`src/rtl/difficulty_pkg.sv`:
```
// Shared difficulty encodings so every consumer of the selector decodes the
// difficulty bus the same way.
package difficulty_pkg;

   localparam logic [3:0] DEFAULT_EASY_CODE   = 4'b0001;
   localparam logic [3:0] DEFAULT_MEDIUM_CODE = 4'b0010;
   localparam logic [3:0] DEFAULT_HARD_CODE   = 4'b0100;

   typedef enum logic [1:0] {
      LVL_EASY   = 2'd0,
      LVL_MEDIUM = 2'd1,
      LVL_HARD   = 2'd2
   } level_e;

   function automatic logic level_is_legal(input level_e lvl);
      return (lvl == LVL_EASY) || (lvl == LVL_MEDIUM) || (lvl == LVL_HARD);
   endfunction

endpackage

```
`src/rtl/difficulty_selector_if.sv`:
```
// Key request inputs and difficulty outputs of the difficulty selector.
interface difficulty_selector_if;
   logic       KEY0_debounced;
   logic       KEY1_debounced;
   logic       KEY2_debounced;
   logic [3:0] difficulty;
   logic       difficulty_changed;

   modport master (
      output KEY0_debounced, KEY1_debounced, KEY2_debounced,
      input  difficulty, difficulty_changed
   );

   modport slave (
      input  KEY0_debounced, KEY1_debounced, KEY2_debounced,
      output difficulty, difficulty_changed
   );
endinterface

```
`src/rtl/difficulty_priority_encoder.sv`:
```
// Fixed-priority resolution of the three difficulty keys: Hard > Medium > Easy.
module difficulty_priority_encoder
   import difficulty_pkg::*;
(
   input  logic   key_hard,
   input  logic   key_medium,
   input  logic   key_easy,
   output logic   valid,
   output level_e level
);

   always_comb begin
      valid = key_hard | key_medium | key_easy;
      level = LVL_EASY;
      if (key_hard)
         level = LVL_HARD;
      else if (key_medium)
         level = LVL_MEDIUM;
   end

endmodule

```
`src/rtl/difficulty_selector.sv`:
```
// Latched difficulty selection from debounced keys, with a one-cycle change pulse.
//
//  state       | meaning
//  ------------+-----------------------------------------------
//  LVL_EASY    | Easy selected (reset value), drives EASY_CODE
//  LVL_MEDIUM  | Medium selected, drives MEDIUM_CODE
//  LVL_HARD    | Hard selected, drives HARD_CODE
//  (other)     | illegal, recovers to LVL_EASY on the next edge
module difficulty_selector
   import difficulty_pkg::*;
#(
   parameter logic [3:0] EASY_CODE   = DEFAULT_EASY_CODE,
   parameter logic [3:0] MEDIUM_CODE = DEFAULT_MEDIUM_CODE,
   parameter logic [3:0] HARD_CODE   = DEFAULT_HARD_CODE
)(
   input  logic                  clk,
   input  logic                  reset,
   difficulty_selector_if.slave  bus
);

   level_e     level;
   level_e     req_level;
   logic       req_valid;
   logic [3:0] difficulty_q;
   logic       changed_q;

   function automatic logic [3:0] code_of(input level_e lvl);
      case (lvl)
         LVL_MEDIUM: return MEDIUM_CODE;
         LVL_HARD:   return HARD_CODE;
         default:    return EASY_CODE;
      endcase
   endfunction

   difficulty_priority_encoder u_prio (
      .key_hard   (bus.KEY0_debounced),
      .key_medium (bus.KEY1_debounced),
      .key_easy   (bus.KEY2_debounced),
      .valid      (req_valid),
      .level      (req_level)
   );

   always_ff @(posedge clk) begin
      if (reset) begin
         level        <= LVL_EASY;
         difficulty_q <= EASY_CODE;
         changed_q    <= 1'b0;
      end else if (req_valid) begin
         level        <= req_level;
         difficulty_q <= code_of(req_level);
         changed_q    <= (req_level != level);
      end else begin
         // No request: hold, but re-derive the code so a corrupted register self-heals.
         level        <= level_is_legal(level) ? level : LVL_EASY;
         difficulty_q <= code_of(level);
         changed_q    <= 1'b0;
      end
   end

   assign bus.difficulty         = difficulty_q;
   assign bus.difficulty_changed = changed_q;

endmodule

```
`src/flat_wrapper.sv`:
```
// flat-port wrapper written by rule: the top's interface ports become plain ports
module difficulty_selector_flat import difficulty_pkg::*;
#(
   parameter logic [3:0] EASY_CODE   = DEFAULT_EASY_CODE,
   parameter logic [3:0] MEDIUM_CODE = DEFAULT_MEDIUM_CODE,
   parameter logic [3:0] HARD_CODE   = DEFAULT_HARD_CODE
)
  (clk, reset, bus_KEY0_debounced, bus_KEY1_debounced, bus_KEY2_debounced, bus_difficulty, bus_difficulty_changed);
  difficulty_selector_if bus_i ();
  input  logic clk;
  input  logic reset;
  input wire logic [$bits(bus_i.KEY0_debounced)-1:0] bus_KEY0_debounced;
  input wire logic [$bits(bus_i.KEY1_debounced)-1:0] bus_KEY1_debounced;
  input wire logic [$bits(bus_i.KEY2_debounced)-1:0] bus_KEY2_debounced;
  output wire logic [$bits(bus_i.difficulty)-1:0] bus_difficulty;
  output wire logic [$bits(bus_i.difficulty_changed)-1:0] bus_difficulty_changed;
  assign bus_i.KEY0_debounced = bus_KEY0_debounced;
  assign bus_i.KEY1_debounced = bus_KEY1_debounced;
  assign bus_i.KEY2_debounced = bus_KEY2_debounced;
  assign bus_difficulty = bus_i.difficulty;
  assign bus_difficulty_changed = bus_i.difficulty_changed;
  difficulty_selector #(.EASY_CODE(EASY_CODE), .MEDIUM_CODE(MEDIUM_CODE), .HARD_CODE(HARD_CODE)) u_core (.clk(clk), .reset(reset), .bus(bus_i));
endmodule
```
`config.mk`:
```
export PLATFORM = sky130hd
export DESIGN_NAME = difficulty_selector_flat
export DESIGN_NICKNAME = d
export VERILOG_FILES = /design/src/rtl/difficulty_pkg.sv /design/src/rtl/difficulty_selector_if.sv /design/src/rtl/difficulty_priority_encoder.sv /design/src/rtl/difficulty_selector.sv /design/src/flat_wrapper.sv
export SDC_FILE = /design/constraint.sdc
export NUM_CORES = 1
export LEC_CHECK = 0
export CORE_AREA = 2 2 39 41
export CTS_BUF_LIST = sky130_fd_sc_hd__clkbuf_2 sky130_fd_sc_hd__clkbuf_4 sky130_fd_sc_hd__clkbuf_8
export CTS_CLUSTER_SIZE = 28
export DETAILED_ROUTE_END_ITERATION = 10
export DIE_AREA = 0 0 41 43
export PLACE_DENSITY_LB_ADDON = 0.15
export SYNTH_ARGS = -nofsm -noshare
export SYNTH_HDL_FRONTEND = slang
export SYNTH_SLANG_ARGS = --single-unit
export TNS_END_PERCENT = 10
```
`constraint.sdc`:
```
create_clock -name clk -period 1.1 [get_ports clk]
set_clock_uncertainty 0.15 [all_clocks]
set_input_delay 0.165 -clock clk [delete_from_list [all_inputs] [get_ports clk]]
set_output_delay 0.165 -clock clk [all_outputs]
set_load 0.01 [all_outputs]
```
==> run_results.csv, run 1 <==
group,metric,value,unit
synthesis,seq_area_frac_synth,43.0,%
synthesis,synth-async-reset-ratio,0,%
synthesis,synthTopCellsByArea,"dfxtp_1 43%, ha_1 13%, a31oi_1 9.0%",
drt,drt_wl_total,586,um
synthesis,synth_seq_cells,6,
clock_network,clk_pin_slew,0.05,ns
global_routing,grtUsageTotal,8.84,%
clock_network,cts_made_buffers,3,
finish,area_growth,57.0,%
synthesis,synth.top_cell.area_share,43.0,%
clock_network,cts_tree,"done",
global_routing,antenna_found_initial,0,
finish,stdcell_count,61,
global_routing,overflow,0,
global_routing,grt_max_degree,7,
synthesis,ys_warn_count,0,
placed_design,dp_hpwl,438,um
hold_path,hold_class,"input pin to register",
drt,via_per_inst,4.21,
clock_network,cts.sinks,6,
finish,diodes,0,
job,cap_violations,0,
clock_network,ctsHoldBuffers,0,
synthesis,synthCells,32,
finish,drive_gt1_share,46.7,%
timing,hold_viol,0,
drt,drt-pass1-iter-count,1,
finish,finalInstanceArea,438,sq um
synthesis,ys.flop_type,"dfxtp_1",
power_and_ir_drop,ir_worst_vdd,0.257,mV
worst_setup_path,path_cells,"inv_4 > ha_4 > nor2_2 > o31ai_2",
synthesis,syn_area_per_cell,8.72,sq um
die,core_area,1380,sq um
die,fp.dieW,41,um
worst_setup_path,reg2reg_setup_slack,-0.07,ns
finish,fin_nets,55,
placed_design,placed_cell_area,395,sq um
clock_network,htree_num_levels,1,
synthesis,synth.most_common_cell,"dfxtp_1",
clock_network,clk_latency,0.24,ns
drt,wire_per_inst,9.61,um
placed_design,portBuffers,8,
die,dieArea,1760,sq um
run_status,status,"finished, violations left",
placed_design,dp_cells,58,
die,dieHeight,43,um
worst_setup_path,slowest_delay,0.39,ns
synthesis,synth-edff-count,0,
timing,finalSetupViolations,1,
timing,fin_setup_tns,-0.0670,ns
clock_network,clk_path_buf_depth,2,
global_routing,grt_pass1_vias,277,
synthesis,synthTopCellsByCount,"6 x dfxtp_1, 5 x inv_1, 4 x a31oi_1, 4 x nor2_1, 3 x ha_1",
timing,rsz0062_at_grt,"true",
worst_setup_path,startpoint_type,"register",
run_status,violations,"setup timing",
power_and_ir_drop,p_leak,0.194,nW
clock_network,root_buffer,"clkbuf_4",
synthesis,synth_cell_types,12,
drt,drc,0,
synthesis,syn-num-nets,40,
synthesis,syn_area,279,sq um
synthesis,synth_top_area_cell,"dfxtp_1",
timing,maxSlewViolCount,0,
power_and_ir_drop,p_per_area,1210,nW/um^2
timing,post-route-period-util,106,%
timing,fin_crit,1.17,ns
worst_setup_path,cpMaxStageDelayCell,"dfxtp_4",
placed_design,dp_slack,-0.298,ns
drt,postRouteAntennaNets,0,
power_and_ir_drop,total_power,531,uW
die,start_util,20.2,%
worst_setup_path,worstSetupPathType,"register to register",
die,rows,14,
worst_setup_path,path_max_fanout,6,
timing,clock.fmax,857,MHz
drt,num_vias,257,
global_routing,grt_pass1_wl,1.02,mm
drt,drt_iter0_drc,0,
die,pin_count,10,
worst_setup_path,cp-end-kind,"register",
worst_setup_path,worstPathArrival,1.17,ns
placed_design,place_congestion,0.769,
timing,setup_slack,-0.0670,ns
clock_network,cts_setup_buffers,0,
worst_setup_path,crit_required,1.10,ns
[cell usage in the layout (no fill, tap or decap)]
cell type        synthesis  layout
ha_1                     3       2
clkbuf_2                 0       4
buf_4                    2       4
a21oi_2                  0       1
dfxtp_1                  6       4
ha_4                     0       1
dlygate4sd2_1            0       1
inv_4                    0       1
inv_1                    5       3
a21oi_1                  2       1
nor2_2                   0       2
o31ai_2                  0       1
conb_1                   1       1
a31oi_1                  4       4
clkdlybuf4s50_1          0       3
dfxtp_4                  0       2
nor2_1                   4       2
o211a_1                  1       1
nor4_2                   0       1
inv_2                    0       1
clkbuf_4                 0       3
nor3_1                   2       2
[cell type report]
type / count / area (sq um)
flip-flops and latches: 6 / 128
well taps: 16 / 20.0
clock buffers: 3 / 22.5
fillers: 154 / 946
repair buffers: 12 / 88.8
inverters: 5 / 21.3
multi-input cells: 19 / 158
[critical path: cells and delay by family, from the launching register on]
| kind | cells | cell delay (ns) |
|---|---|---|
| buf+inv | 1 | 0.05 |
| fa+ha+maj | 1 | 0.26 |
| simple gates | 1 | 0.03 |
| flops | 1 | 0.39 |
| compound gates | 1 | 0.20 |
[sequential cells by signal (all words and copies together), names as in the netlist]
register and flops:
u_core.bus.difficulty_changed 1, u_core.bus.difficulty 3, u_core.level 2
[power breakdown]
part / switching, mW / internal, mW / total (mW) / leakage [nW]
logic: 0.0436 / 0.0476 / 0.0911 / 0.129
registers: 0.0119 / 0.230 / 0.242 / 0.0512
clock network: 0.0751 / 0.123 / 0.198 / 0.0138
total: 0.131 / 0.401 / 0.531 / 0.194
[routing by layer]
metal	up-vias	share of wire [%]	global-route usage (%)	wire [um]
li1	133	-	-	-
met1	118	35	8.39	208
met2	6	59	14.7	348
met3	0	4.9	1.57	29
met4	0	0	8.00	0
met5	-	0	0	0
[stage by stage]
| stage | hold slack, ns | util (%) |
|---|---|---|
| 2_1_floorplan | 0.0844 | - |
| 3_3_place_gp | 0.418 | 28.6 |
| 3_5_place_dp | 0.417 | 28.6 |
| 4_1_cts | 0.232 | 32.3 |
| 5_1_grt | 0.283 | 31.6 |
| 6_report | 0.267 | 31.6 |
[path summary, 6_finish.rpt]
check / to / cells after the start / startpoint
max: u_core.bus.difficulty[0] / 4 / u_core.level[0]
min: u_core.bus.difficulty[0] / 2 / bus_KEY1_debounced
max reg2reg: u_core.bus.difficulty[0] / 4 / u_core.level[0]
min reg2reg: u_core.level[1] / 2 / u_core.level[1]
[kinds of logic after synthesis]
group | Yosys count | share of synthesized area, %
compound gates | 8 | 18.8
fa+ha+maj | 3 | 13.5
buf+inv | 7 | 12.1
flops | 6 | 43.1
other cells | 1 | 1.34
simple gates | 7 | 11.2
[timing repair]
action | CTS | global route
cloned | 0 | 0
resized for setup | 18 | 7
pin swaps | 3 | 2
endpoints found under the setup margin | 9 | 9
Power figures use the tool's default switching activity.
==> run 2: changes to the inputs <==
--- a/config.mk
+++ b/config.mk
@@ -7,7 +7,6 @@
 export LEC_CHECK = 0
 export CORE_AREA = 2 2 39 41
 export CTS_BUF_LIST = sky130_fd_sc_hd__clkbuf_2 sky130_fd_sc_hd__clkbuf_4 sky130_fd_sc_hd__clkbuf_8
-export CTS_CLUSTER_SIZE = 28
 export DETAILED_ROUTE_END_ITERATION = 10
 export DIE_AREA = 0 0 41 43
 export PLACE_DENSITY_LB_ADDON = 0.15
==> constraint.sdc (replaced) <==
create_clock -name clk -period 1.35 [get_ports clk]
set_clock_uncertainty 0.15 [all_clocks]
set_input_delay 0.2025 -clock clk [delete_from_list [all_inputs] [get_ports clk]]
set_output_delay 0.2025 -clock clk [all_outputs]
set_load 0.01 [all_outputs]
==> run 2 against run 1 <==
Net effect: the flow now finishes without violations; non-clock buffer count shrank 2; first-iteration DRC count grew 7; largest cell class unchanged; cell area shrank 9.1%; clock power shrank 20%; sequential share of layout area grew 1.4 points; register-to-register slack gained 0.22 ns; sequential power shrank 19%; critical path type is now input pin to register; utilization shrank 2.9 points; combinational power shrank 31%; worst hold slack gained 0.15 ns.
==> run_results.csv, run 2 (synthesis results as in run 1) <==
group,metric,value,unit
global_routing,antenna_found_initial,0,
die,rows,14,
timing,post-route-period-util,92.2,%
drt,wire_per_inst,9.34,um
global_routing,overflow,0,
worst_setup_path,startpoint_type,"input pin",
placed_design,placed_cell_area,379,sq um
timing,rsz0062_at_grt,"false",
power_and_ir_drop,p_sw_share,22.7,%
global_routing,grt_max_degree,7,
die,fp.dieW,41,um
finish,largest_reg_flops,3,
power_and_ir_drop,p_int,322,uW
global_routing,grt_pass1_vias,234,
worst_setup_path,worstPathArrival,1.22,ns
clock_network,htree_num_levels,1,
worst_setup_path,worstSetupPathType,"input pin to register",
power_and_ir_drop,power.share.sequential,47.0,%
worst_setup_path,path_cells,"clkdlybuf4s50_1 > nor2_1 > a31oi_1 > o211a_1",
clock_network,cts_tree,"done",
drt,via_per_inst,4.02,
worst_setup_path,crit_required,1.33,ns
power_and_ir_drop,ir_worst_vdd,0.214,mV
worst_setup_path,slowest_delay,0.50,ns
clock_network,cts_made_buffers,3,
finish,final_cell_mix,"5 x inv_1, 5 x dfxtp_1",
clock_network,root_buffer,"clkbuf_4",
drt,drc,0,
timing,setup_slack,0.106,ns
timing,fin_crit,1.24,ns
placed_design,dp_hpwl,445,um
die,pin_count,10,
timing,fin_setup_tns,0,ns
clock_network,cts.sinks,6,
clock_network,clk_path_buf_depth,2,
finish,utilization,28.8,%
finish,num-fill-cells,157,
timing,clock.fmax,804,MHz
worst_setup_path,cpMaxStageDelayCell,"clkdlybuf4s50_1",
clock_network,clk_pin_slew,0.04,ns
finish,fin_nets,53,
die,dieArea,1760,sq um
clock_network,clk_latency,0.24,ns
clock_network,cts_setup_buffers,0,
hold_path,hold_class,"register to register",
worst_setup_path,path_max_fanout,5,
drt,drt_wl_total,551,um
drt,postRouteAntennaNets,0,
global_routing,grt_pass1_wl,938,um
die,core_area,1380,sq um
finish,finalInstanceArea,398,sq um
die,start_util,20.2,%
finish,diodes,0,
placed_design,dp_slack,-0.127,ns
drt,drt-pass1-iter-count,4,
drt,num_vias,237,
die,dieHeight,43,um
power_and_ir_drop,p_leak,0.188,nW
finish,area_growth,42.6,%
finish,drive_gt1_share,14.0,%
job,cap_violations,0,
timing,fin_hold_ws,0.418,ns
power_and_ir_drop,switchingPower,94.5,uW
worst_setup_path,cp-end-kind,"register",
timing,finalSetupViolations,0,
power_and_ir_drop,clkPwrFrac,37.8,%
power_and_ir_drop,p_per_area,1050,nW/um^2
global_routing,grtUsageTotal,8.12,%
power_and_ir_drop,share_comb_of_total_power,15.2,%
timing,hold_viol,0,
timing,maxSlewViolCount,0,
drt,drt_iter0_drc,7,
placed_design,place_congestion,0.782,
placed_design,portBuffers,8,
run_status,status,"complete, no violations",
-- run 2: area by class of cell --
type / instances / area (sq um) / share of cell area [%]
repair buffers: 10 / 90.1 / 22.6
multi-input cells: 19 / 125 / 31.4
inverters: 5 / 18.8 / 4.72
well taps: 16 / 20.0 / 5.03
flip-flops and latches: 6 / 121 / 30.5
clock buffers: 3 / 22.5 / 5.66
-- run 2: layer usage --
metal | GRT usage (%) | part of all wire, % | wire length, um
met1 | 9.62 | 46 | 254
met2 | 11.3 | 50 | 278
met5 | 0 | 0 | 0
met4 | 8.00 | 0 | 0
met3 | 1.57 | 3.3 | 18
-- run 2: through the flow --
stage                     power [mW]  cells
after floorplan                0.231     32
after global placement         0.267     56
after detailed placement       0.268     56
after CTS                      0.428     59
after global routing           0.444     59
final                          0.417     59
-- run 2: path summary, 6_finish.rpt --
check                                         from                            end  slack (ns)  cells past startpoint
worst max register to register     u_core.level[0]       u_core.bus.difficulty[0]        0.15                      4
worst min-delay path               u_core.level[0]                u_core.level[0]        0.42                      2
worst min register to register     u_core.level[0]                u_core.level[0]        0.42                      2
worst max-delay path            bus_KEY1_debounced  u_core.bus.difficulty_changed        0.11                      4
-- run 2: timing repair --
item,4_1_cts,5_1_grt
gates cloned,0,0
endpoints found under the setup margin,4,1
gates resized for setup,4,1
hold buffers,0,0
-- run 2: critical path, delay by kind of cell --
| kind | cells | cell delay (ns) |
|---|---|---|
| AND/OR/NAND/NOR | 1 | 0.23 |
| buffers and inverters | 1 | 0.50 |
| AO/OA/AOI/OAI | 2 | 0.28 |
-- run 2: power groups by stage --
stage               logic (mW)  registers [mW]  clock network [mW]
finish                  0.0633           0.196               0.158
floorplan               0.0290           0.202                   0
global placement        0.0685           0.199                   0
detailed placement      0.0687           0.199                   0
global route            0.0710           0.197               0.176
CTS                     0.0637           0.196               0.168
==> run 3: changes to the inputs <==
--- a/config.mk
+++ b/config.mk
@@ -10,6 +10,7 @@
 export DETAILED_ROUTE_END_ITERATION = 10
 export DIE_AREA = 0 0 41 43
 export PLACE_DENSITY_LB_ADDON = 0.15
+export SLEW_MARGIN = 10
 export SYNTH_ARGS = -nofsm -noshare
 export SYNTH_HDL_FRONTEND = slang
 export SYNTH_SLANG_ARGS = --single-unit
==> constraint.sdc (replaced) <==
create_clock -name clk -period 1.5 [get_ports clk]
set_clock_uncertainty 0.15 [all_clocks]
set_input_delay 0.225 -clock clk [delete_from_list [all_inputs] [get_ports clk]]
set_output_delay 0.225 -clock clk [all_outputs]
set_load 0.01 [all_outputs]
==> run 3 against run 2 <==
Net effect: clock power is 8% lower; flip-flop and latch count did not move; highest routed layer unchanged; global-route usage increased by 0.40 points; non-clock buffer count down 1; cell area shrank 0.94%.
==> run_results.csv, run 3 (synthesis results as in run 1) <==
group,metric,value,unit
run_status,status,"complete, no violations",
power_and_ir_drop,switchingPower,87.7,uW
global_routing,grt_pass1_vias,226,
job,cap_violations,0,
finish,final_cell_mix,"8 x clkdlybuf4s50_1, 6 x dfxtp_1, 5 x inv_1",
power_and_ir_drop,p_int,294,uW
finish,fin_nets,52,
timing,maxSlewViolCount,0,
clock_network,clk_latency,0.24,ns
power_and_ir_drop,p_leak,0.173,nW
finish,drive_gt1_share,9.52,%
timing,finalSetupViolations,0,
drt,postRouteAntennaNets,0,
worst_setup_path,path_max_fanout,1,
global_routing,antenna_found_initial,0,
drt,wire_per_inst,9.50,um
worst_setup_path,crit_family,"buffers and inverters",
clock_network,cts_tree,"done",
timing,rsz0062_at_grt,"false",
finish,layout_commonest_cell,"clkdlybuf4s50_1",
timing,clock.fmax,695,MHz
placed_design,place_congestion,0.837,
power_and_ir_drop,p_per_area,968,nW/um^2
clock_network,ctsHoldBuffers,0,
worst_setup_path,path_cells,"clkdlybuf4s50_1",
power_and_ir_drop,clkPwrFrac,38.0,%
global_routing,overflow,0,
die,core_area,1380,sq um
drt,via_per_inst,4.29,
power_and_ir_drop,power.share.sequential,46.4,%
finish,area_growth,41.3,%
power_and_ir_drop,ir_worst_vdd,0.207,mV
placed_design,dp_slack,0.0226,ns
clock_network,clk_pin_slew,0.05,ns
worst_setup_path,slowest_delay,0.52,ns
clock_network,htree_num_levels,1,
timing,post-route-period-util,96.0,%
worst_setup_path,crit_required,1.12,ns
clock_network,cts_setup_buffers,0,
global_routing,grt_max_degree,7,
timing,fin_crit,1.44,ns
drt,drt_iter0_drc,6,
finish,largest_reg_flops,3,
timing,setup_slack,0.0601,ns
finish,diodes,0,
die,start_util,20.2,%
worst_setup_path,startpoint_type,"register",
timing,hold_viol,0,
timing,fin_setup_tns,0,ns
clock_network,cts_made_buffers,3,
clock_network,post_cts_resized,0,
die,fp.dieW,41,um
die,dieArea,1760,sq um
drt,drc,0,
placed_design,portBuffers,8,
power_and_ir_drop,share_comb_of_total_power,15.7,%
drt,drt_wl_total,551,um
die,pin_count,10,
hold_path,hold_class,"register to register",
clock_network,root_buffer,"clkbuf_4",
global_routing,grt_pass1_wl,924,um
drt,drt-pass1-iter-count,2,
power_and_ir_drop,p_sw_share,23.0,%
worst_setup_path,crit_buf_inv,1,
worst_setup_path,cp-end-kind,"output pin",
worst_setup_path,cpMaxStageDelayCell,"clkdlybuf4s50_1",
clock_network,clk_path_buf_depth,2,
die,dieHeight,43,um
worst_setup_path,worstPathArrival,1.06,ns
global_routing,grtUsageTotal,8.53,%
clock_network,cts.sinks,6,
die,rows,14,
drt,num_vias,249,
worst_setup_path,worstSetupPathType,"register to output pin",
[run 3: cell types whose count changed in the layout (fill, tap and decap cells not counted), sizes merged]
cell,before,now
clkdlybuf4s50,4,8
buf,2,1
dlygate4sd2,4,0
[run 3: through the flow]
step | util (%) | cells | hold WS [ns] | power, mW | instance area [sq um]
finish | 28.5 | 58 | 0.456 | 0.381 | 394
detailed placement | 26.9 | 55 | 0.440 | 0.239 | 372
global placement | 26.9 | 55 | 0.457 | 0.239 | 372
CTS | 28.5 | 58 | 0.453 | 0.390 | 394
global route | 28.5 | 58 | 0.484 | 0.407 | 394
floorplan | - | 32 | 0.147 | 0.208 | 279
[run 3: path summary, 6_finish.rpt]
check / slack (ns) / to / startpoint / depth (start not counted)
setup / recovery: 0.06 / bus_difficulty[1] / u_core.bus.difficulty[1] / 1
hold / removal: 0.46 / u_core.level[0] / u_core.level[0] / 2
setup reg to reg: 0.24 / u_core.bus.difficulty[0] / u_core.level[0] / 4
hold reg to reg: 0.46 / u_core.level[0] / u_core.level[0] / 2
[run 3: cell type report]
| type | instances | area (sq um) |
|---|---|---|
| inverters | 5 | 18.8 |
| multi-input cells | 19 | 125 |
| flip-flops and latches | 6 | 120 |
| repair buffers | 9 | 87.6 |
| fillers | 161 | 990 |
| clock buffers | 3 | 22.5 |
| well taps | 16 | 20.0 |
[run 3: routing by layer]
metal / up-vias / GRT usage [%] / part of all wire [%] / wire length, um
met3: 0 / 3.14 / 4.5 / 25
met2: 6 / 11.6 / 53 / 293
li1: 127 / - / - / -
met1: 116 / 8.65 / 42 / 232
met5: - / 0 / 0 / 0
met4: 0 / 10.0 / 0 / 0
[run 3: power groups by stage]
stage	clock, mW	sequential [mW]	combinational [mW]
after detailed placement	0	0.179	0.0598
after global routing	0.163	0.178	0.0667
final	0.145	0.177	0.0598
after CTS	0.153	0.177	0.0601
after floorplan	0	0.182	0.0261
after global placement	0	0.179	0.0598
